==> config.mk <==
export PLATFORM = sky130hd
export DESIGN_NAME = cplx_mul_arbiter
export DESIGN_NICKNAME = d
export VERILOG_FILES = /design/src/rtl/cplx_mul_arbiter.sv
export SDC_FILE = /design/constraint.sdc
export NUM_CORES = 1
export LEC_CHECK = 0
export CORE_AREA = 2 2 110 112
export DETAILED_ROUTE_END_ITERATION = 12
export DIE_AREA = 0 0 112 114
export PLACE_DENSITY = 0.77
export SYNTH_ARGS = -nofsm -noshare
export SYNTH_HDL_FRONTEND = slang
export SYNTH_SLANG_ARGS = --single-unit
==> constraint.sdc <==
create_clock -name clk -period 1.82 [get_ports clk]
set_input_delay 0.273 -clock clk [delete_from_list [all_inputs] [get_ports clk]]
set_output_delay 0.273 -clock clk [all_outputs]
set_load 0.03 [all_outputs]
==> src/rtl/cplx_mul_arbiter.sv <==
// Round-robin, burst-limited arbiter sharing one registered complex multiplier
// between two requesters; tags steer each product back to its owner.
module cplx_mul_arbiter #(
    parameter int unsigned WIDTH       = 16,
    parameter int unsigned MUL_LATENCY = 1,
    parameter int unsigned MAX_BURST   = 4
) (
    input  logic             clk,
    input  logic             rst_n,
    input  logic [1:0]       req_valid,
    output logic [1:0]       req_ready,
    input  logic [WIDTH-1:0] req0_a_re,
    input  logic [WIDTH-1:0] req0_a_im,
    input  logic [WIDTH-1:0] req0_b_re,
    input  logic [WIDTH-1:0] req0_b_im,
    input  logic [WIDTH-1:0] req1_a_re,
    input  logic [WIDTH-1:0] req1_a_im,
    input  logic [WIDTH-1:0] req1_b_re,
    input  logic [WIDTH-1:0] req1_b_im,
    output logic [WIDTH-1:0] mul_a_re,
    output logic [WIDTH-1:0] mul_a_im,
    output logic [WIDTH-1:0] mul_b_re,
    output logic [WIDTH-1:0] mul_b_im,
    input  logic [WIDTH-1:0] mul_y_re,
    input  logic [WIDTH-1:0] mul_y_im,
    output logic [WIDTH-1:0] rsp_re,
    output logic [WIDTH-1:0] rsp_im,
    output logic [1:0]       rsp_valid,
    output logic             busy
);

    localparam int unsigned CW = $clog2(MAX_BURST + 1);

    typedef enum logic [1:0] {IDLE, GNT0, GNT1} state_t;

    state_t          state, state_nxt;
    logic [CW-1:0]   cnt, cnt_nxt;
    logic            ptr;
    logic            gnt_any, gnt_id;
    logic            owner;
    logic [MUL_LATENCY:0] tag_v, tag_id;

    always_ff @(posedge clk) begin
        if (!rst_n) begin
            state <= IDLE;
            cnt   <= '0;
            ptr   <= 1'b0;
        end else begin
            state <= state_nxt;
            cnt   <= cnt_nxt;
            if (gnt_any)
                ptr <= ~gnt_id;
        end
    end

    always_comb begin
        gnt_any   = 1'b0;
        gnt_id    = 1'b0;
        cnt_nxt   = CW'(1);
        owner     = (state == GNT1);
        unique case (state)
            IDLE: begin
                if (req_valid == 2'b11) begin
                    gnt_any = 1'b1;
                    gnt_id  = ptr;
                end else if (req_valid != 2'b00) begin
                    gnt_any = 1'b1;
                    gnt_id  = req_valid[1];
                end
            end
            GNT0, GNT1: begin
                if (req_valid[owner]) begin
                    gnt_any = 1'b1;
                    if (cnt < CW'(MAX_BURST)) begin
                        gnt_id  = owner;
                        cnt_nxt = cnt + CW'(1);
                    end else begin
                        // Burst exhausted: hand over only if the other side waits.
                        gnt_id  = req_valid[~owner] ? ~owner : owner;
                    end
                end else if (req_valid[~owner]) begin
                    gnt_any = 1'b1;
                    gnt_id  = ~owner;
                end
            end
            default: ;
        endcase
        if (!rst_n)
            gnt_any = 1'b0;
        if (!gnt_any)
            cnt_nxt = '0;
        state_nxt = gnt_any ? (gnt_id ? GNT1 : GNT0) : IDLE;
    end

    always_comb begin
        req_ready = 2'b00;
        if (gnt_any)
            req_ready = gnt_id ? 2'b10 : 2'b01;
    end

    always_ff @(posedge clk) begin
        if (!rst_n) begin
            mul_a_re <= '0;
            mul_a_im <= '0;
            mul_b_re <= '0;
            mul_b_im <= '0;
        end else if (gnt_any) begin
            mul_a_re <= gnt_id ? req1_a_re : req0_a_re;
            mul_a_im <= gnt_id ? req1_a_im : req0_a_im;
            mul_b_re <= gnt_id ? req1_b_re : req0_b_re;
            mul_b_im <= gnt_id ? req1_b_im : req0_b_im;
        end
    end

    // Stage 0 aligns with the operand registers; the last stage with mul_y.
    always_ff @(posedge clk) begin
        if (!rst_n) begin
            tag_v  <= '0;
            tag_id <= '0;
        end else begin
            tag_v[0]  <= gnt_any;
            tag_id[0] <= gnt_id;
            for (int unsigned i = 1; i <= MUL_LATENCY; i++) begin
                tag_v[i]  <= tag_v[i-1];
                tag_id[i] <= tag_id[i-1];
            end
        end
    end

    always_comb begin
        rsp_valid = 2'b00;
        if (tag_v[MUL_LATENCY])
            rsp_valid = tag_id[MUL_LATENCY] ? 2'b10 : 2'b01;
    end

    assign rsp_re = mul_y_re;
    assign rsp_im = mul_y_im;
    assign busy   = |tag_v;

endmodule

* After elaboration in Yosys (flattened, before gate mapping) *
Index checks and enable logic that the tools add are counted.

storage, ports and cells
  flip-flop bits (word level) = 74
  output and inout port bits = 101
  logic and storage cells = 53

operators by class
  $add $sub $neg = 1
  bitwise operators = 2
  eq/ne operators = 3
  reduce and logical (&&, ||, !) cells = 6
  magnitude comparators = 3
  multiplexer cells = 28

operator list
  kind                   number
  $mux W16               4
  $mux W1                18
  $mux W2                4
  $reduce_and A5 Y1      1
  $eq A2 B2 Y1 const B   2
  $lt A1 B2 Y1 const B   2
  $pmux W1 S2            2
  $reduce_or A2 Y1       2
  $add A3 B1 Y3 const B  1
  $lt A3 B3 Y1 const B   1
  $eq A2 B1 Y1 const B   1
  $logic_not A2 Y1       1
  $not A1 Y1             2
  $reduce_and A2 Y1      1
  $reduce_bool A2 Y1     1

* Depth between registers and ports, before layout *
  depth in word-level cells = 10
  mapped depth = 8
  mapped depth without buffers = 7

* Worst setup path after synthesis *
Ideal clock, no wire load.

  path type = flip-flop to flip-flop
  start point = register state[1]
  end point = register mul_b_im[3]
  cell stages (with the launch flop) = 9
  path slack = -0.040 ns
  library setup time = 0.074 ns
  arrival time = 1.786 ns
  path through = dfxtp_1 -> inv_1 -> ha_1 -> or2_2 -> nand3_1 -> buf_2 -> buf_1 -> nand2_1 -> a31oi_1

on the way
  longest elaborated chain between the ends = 8

RTL lines
  item                                        RTL line  source
  start, declared                             36        state_t state, state_nxt;
  start signal, assigned                      49        state <= state_nxt;
  $eq A2 B2 Y1                                60, 61
  $mux W1 (implied by the code) (2 in a row)  79, 81
  $mux W1                                     79        gnt_id = req_valid[~owner] ? ~owner : owner;
  $mux W1                                     74        if (cnt < CW'(MAX_BURST)) begin
  $mux W1                                     72        if (req_valid[owner]) begin
  $pmux W1 S2                                 61        unique case (state)
  $mux W16                                    111       mul_b_im <= gnt_id ? req1_b_im : req0_b_im;
  end signal, assigned                        111
  end, declared                               23        output logic [WIDTH-1:0] mul_b_im,

Several ways; a longest one is shown, not always the timed one. The select of a mux whose other input is x is not followed.
A chain may end at the register's enable or synchronous reset.

* Worst setup path in the final report *
  start point = register state[0]
  end point = output req_ready[1]

on the way
  longest elaborated chain between the ends = 9

RTL lines
  item                                        RTL line  source
  $eq A2 B2 Y1                                60, 61
  $mux W1 (implied by the code) (2 in a row)  79, 81
  $mux W1                                     79
  $mux W1                                     74
  $mux W1                                     72
  $pmux W1 S2                                 61
  $mux W2                                     98        req_ready = gnt_id ? 2'b10 : 2'b01;
  $mux W2 (*)                                 97        if (gnt_any)
  end, declared                               11        output logic [1:0] req_ready,

Every way passes the cells marked *; elsewhere a longest branch is shown, timed or not. The select of a mux whose other input is x is not followed.

==> key figures <==
Cells and area
  – Fraction of layout instances using a drive strength above 1: 0.1763
  – N_diodes: 0
  – Final nets: 789
  – Fillers: 1020
  – Layout area overhead: 85.12%

Yosys
  – Synthesized area: 0.003548 mm²
  – Yosys top cell area share: 0.4175
  – Number of synthesized register bits: 74
  – Cell variety after synth: 26
  – YS warnings: 0
  – Predominant post-synthesis flop cell: dfxtp_1
  – Avg Inst Size Synth: 8.028 µm²
  – FFs w/ async S/R, synth: 0
  – Top cells by area, synth: dfxtp_1 (42%), nand2_1 (14%), o31ai_1 (14%), a31oi_1 (11%), buf_4 (8.7%)
  – Synth area leader: dfxtp_1
  – Syn nets: 611
  – Seq/Total Area, Yosys: 0.4175
  – EDFF count, synth: 0
  – Post-synth top cells: nand2_1 (130), dfxtp_1 (74), a31oi_1 (64), o31ai_1 (64), buf_4 (41)
  – Syn Inst Count: 442
  – Most frequent cell after synthesis: nand2_1

Critical path
  – R2R setup slack: -130 ps
  – Endpoint of the lowest-slack register-to-register path: mul_a_re[11]$_SDFFE_PN0P_
  – Critical Path AT: 1790 ps
  – CP startpoint kind: register
  – Crit end category: output port
  – Reg2reg start: state[1]$_SDFF_PN0_
  – Crit Path Max Fanout: 3
  – R2R cell count: 9
  – Worst Path Class, Setup: reg -> out
  – CP required: 1550 ps

Drt
  – TritonRoute pass-1 iters: 5
  – Wire length per cell: 19.03 µm
  – Routed WL: 14670 µm
  – Via count: 4120
  – Post-DRT Antenna Nets: 0
  – DR iter-0 viols: 424
  – DR vias/cell: 5.344
  – Post-route DRC: 0

STA
  – Final worst setup slack: -245.6 ps
  – Unrepaired setup endpoints after global routing: true
  – Final period util: 1.135
  – Slew Viols, Final: 0
  – Hold Worst Slack: 435.0 ps
  – Fin crit period: 2066 ps
  – Slew @ Worst Pin: 807.5 ps
  – Final number of setup-violating endpoints: 66
  – Post-Route Skew: 6.505 ps
  – Slew headroom: 0.4617
  – Setup TNS: -4689 ps
  – Final hold vios: 0
  – Highest clock rate: 484.1 MHz

Pwr
  – Sequential Power Share: 0.311
  – Leak: 0.002421 µW
  – Clk pwr share: 0.273
  – Gate power share: 0.416
  – Total power: 6527 µW
  – PD cells: 993.6 mW/mm²
  – Pint: 4237 µW
  – Sw Ratio: 0.3508
  – Maximum vdd drop: 530.3 µV
  – Switching Power: 2290 µW

Global routing
  – First-pass GRT wire length: 21200 µm
  – GRT overflow: 0
  – Largest net degree at the start of global routing: 68
  – Vias in the first global route: 4122
  – GRT Util Overall: 0.2101
  – Initial antenna violation count: 0

Placed design
  – RD Place Congestion: 0.8996
  – Buffers on Ports: 200
  – DPL Wire Length: 8921 µm

Clock tree
  – Post-CTS Hold Buffers: 0
  – Clk_lat worst skew: 330 ps
  – TritonCTS Buffers: 9
  – H-tree levels: 3
  – Reg clk slew, reported paths: 60 ps
  – Sinks on Clock Net: 74
  – CTS tree: yes
  – Root buffer cell: clkbuf_16
  – Clk buf depth: 2

Die
  – Starting Density: 0.3030
  – Die Ht: 114 µm
  – Core area: 0.01171 mm²
  – Die X-Extent: 112 µm
  – FP Rows: 40
  – Area of the die: 0.01277 mm²
  – IO Count: 265

Hold path
  – Hold wc startpoint: cnt[0]$_SDFF_PN0_
  – Min-Delay Endpoint: cnt[0]$_SDFF_PN0_
  – Worst min path class: reg -> reg
  – Hold Path Cell Cnt: 1

Run status
  – Status: complete, but fails checks
  – Failing checks: setup timing

Job
  – MaxCap Viol Count: 0
-- metrics by stage --
| stage | cells | setup WS, ps | utilization | instance area [µm²] |
|---|---|---|---|---|
| after detailed placement | 740 | -289.1 | 0.4763 | 5578 |
| after CTS | 762 | -236.2 | 0.5294 | 6200 |
| final | 771 | -245.6 | 0.5609 | 6569 |
| after floorplan | 442 | -37.83 | - | 3552 |
| after global placement | 740 | -201.0 | 0.4763 | 5578 |
| after global routing | 771 | -336.9 | 0.5609 | 6569 |
-- final cells by class --
class                   instances  area [µm²]  area share
clock buffers                  11       242.7     0.03695
clock inverters                 4       52.55    0.008000
inverters                       5       23.77    0.003619
multi-input cells             289        2002      0.3048
flip-flops and latches         74        1486      0.2263
well taps                     147       183.9     0.02800
repair buffers                241        2577      0.3924
-- state kept, by name, summed over array words and instances, names as in the netlist, 2 cells and up --
register / flops
mul_b_im: 16
mul_b_re: 16
tag_v: 2
mul_a_re: 16
state: 2
cnt: 3
mul_a_im: 16
tag_id: 2
-- cell families (layout without fill, tap and decap cells) --
group | count (synthesis) | count (layout) | synth area share
simple gates | 147 | 147 | 0.1664
mux | 1 | 1 | 0.002821
buf+inv | 79 | 261 | 0.1294
flops | 74 | 74 | 0.4175
compound gates | 136 | 136 | 0.2662
fa+ha+maj | 5 | 5 | 0.01763
-- worst max-delay path: stages (launching register included) --
cell      delay [ps]
dfxtp_2          330
inv_4             70
ha_4             140
a21bo_4          230
a211oi_4         280
buf_4            160
o21a_4           140
buf_12           120
-- power by group through the flow --
stage	logic, µW	registers, µW	clock network (µW)
6_report	2720	2030	1780
5_1_grt	2860	2060	1880
4_1_cts	2500	2030	1810
3_5_place_dp	2230	2050	0
3_3_place_gp	2190	2050	0
2_1_floorplan	834	2490	0
-- timing repair --
item / 4_1_cts / 5_1_grt
setup buffers: 4 / 6
gates cloned: 4 / 4
endpoints found under the setup margin: 69 / 68
pin swaps: 7 / 3
resized for setup: 42 / 32
-- how the worst max path moves through the flow --
stage | startpoint | endpoint | slack, ps
detailed placement | req_valid[0] | mul_a_re[10]$_SDFFE_PN0P_ | -290
global placement | req_valid[0] | req_ready[0] | -200
finish | state[0]$_SDFF_PN0_ | req_ready[1] | -250
floorplan | state[1]$_SDFF_PN0_ | mul_a_im[0]$_SDFFE_PN0P_ | -40
global route | state[0]$_SDFF_PN0_ | req_ready[1] | -340
CTS | state[1]$_SDFF_PN0_ | req_ready[1] | -240
-- metal layers --
metal  vias to the layer above  part of all wire  global-route usage
met5                         -                 0                   0
met4                         0             0.023             0.08943
met3                        29             0.089             0.06270
met2                       262              0.50              0.3745
met1                      1932              0.39              0.2337
li1                       1897                 -                   -
-- cells in the final DEF (no fill, tap or decap), drive strengths merged, types with 3 or more instances in the layout --
cell	instances
nand2	130
o21a	3
clkinvlp	3
clkbuf	15
buf	40
clkdlybuf4s50	195
or2	4
a31oi	64
inv	5
ha	5
and2	3
dfxtp	74
nor2b	3
o31ai	64
(Power assumes the default switching activity.)
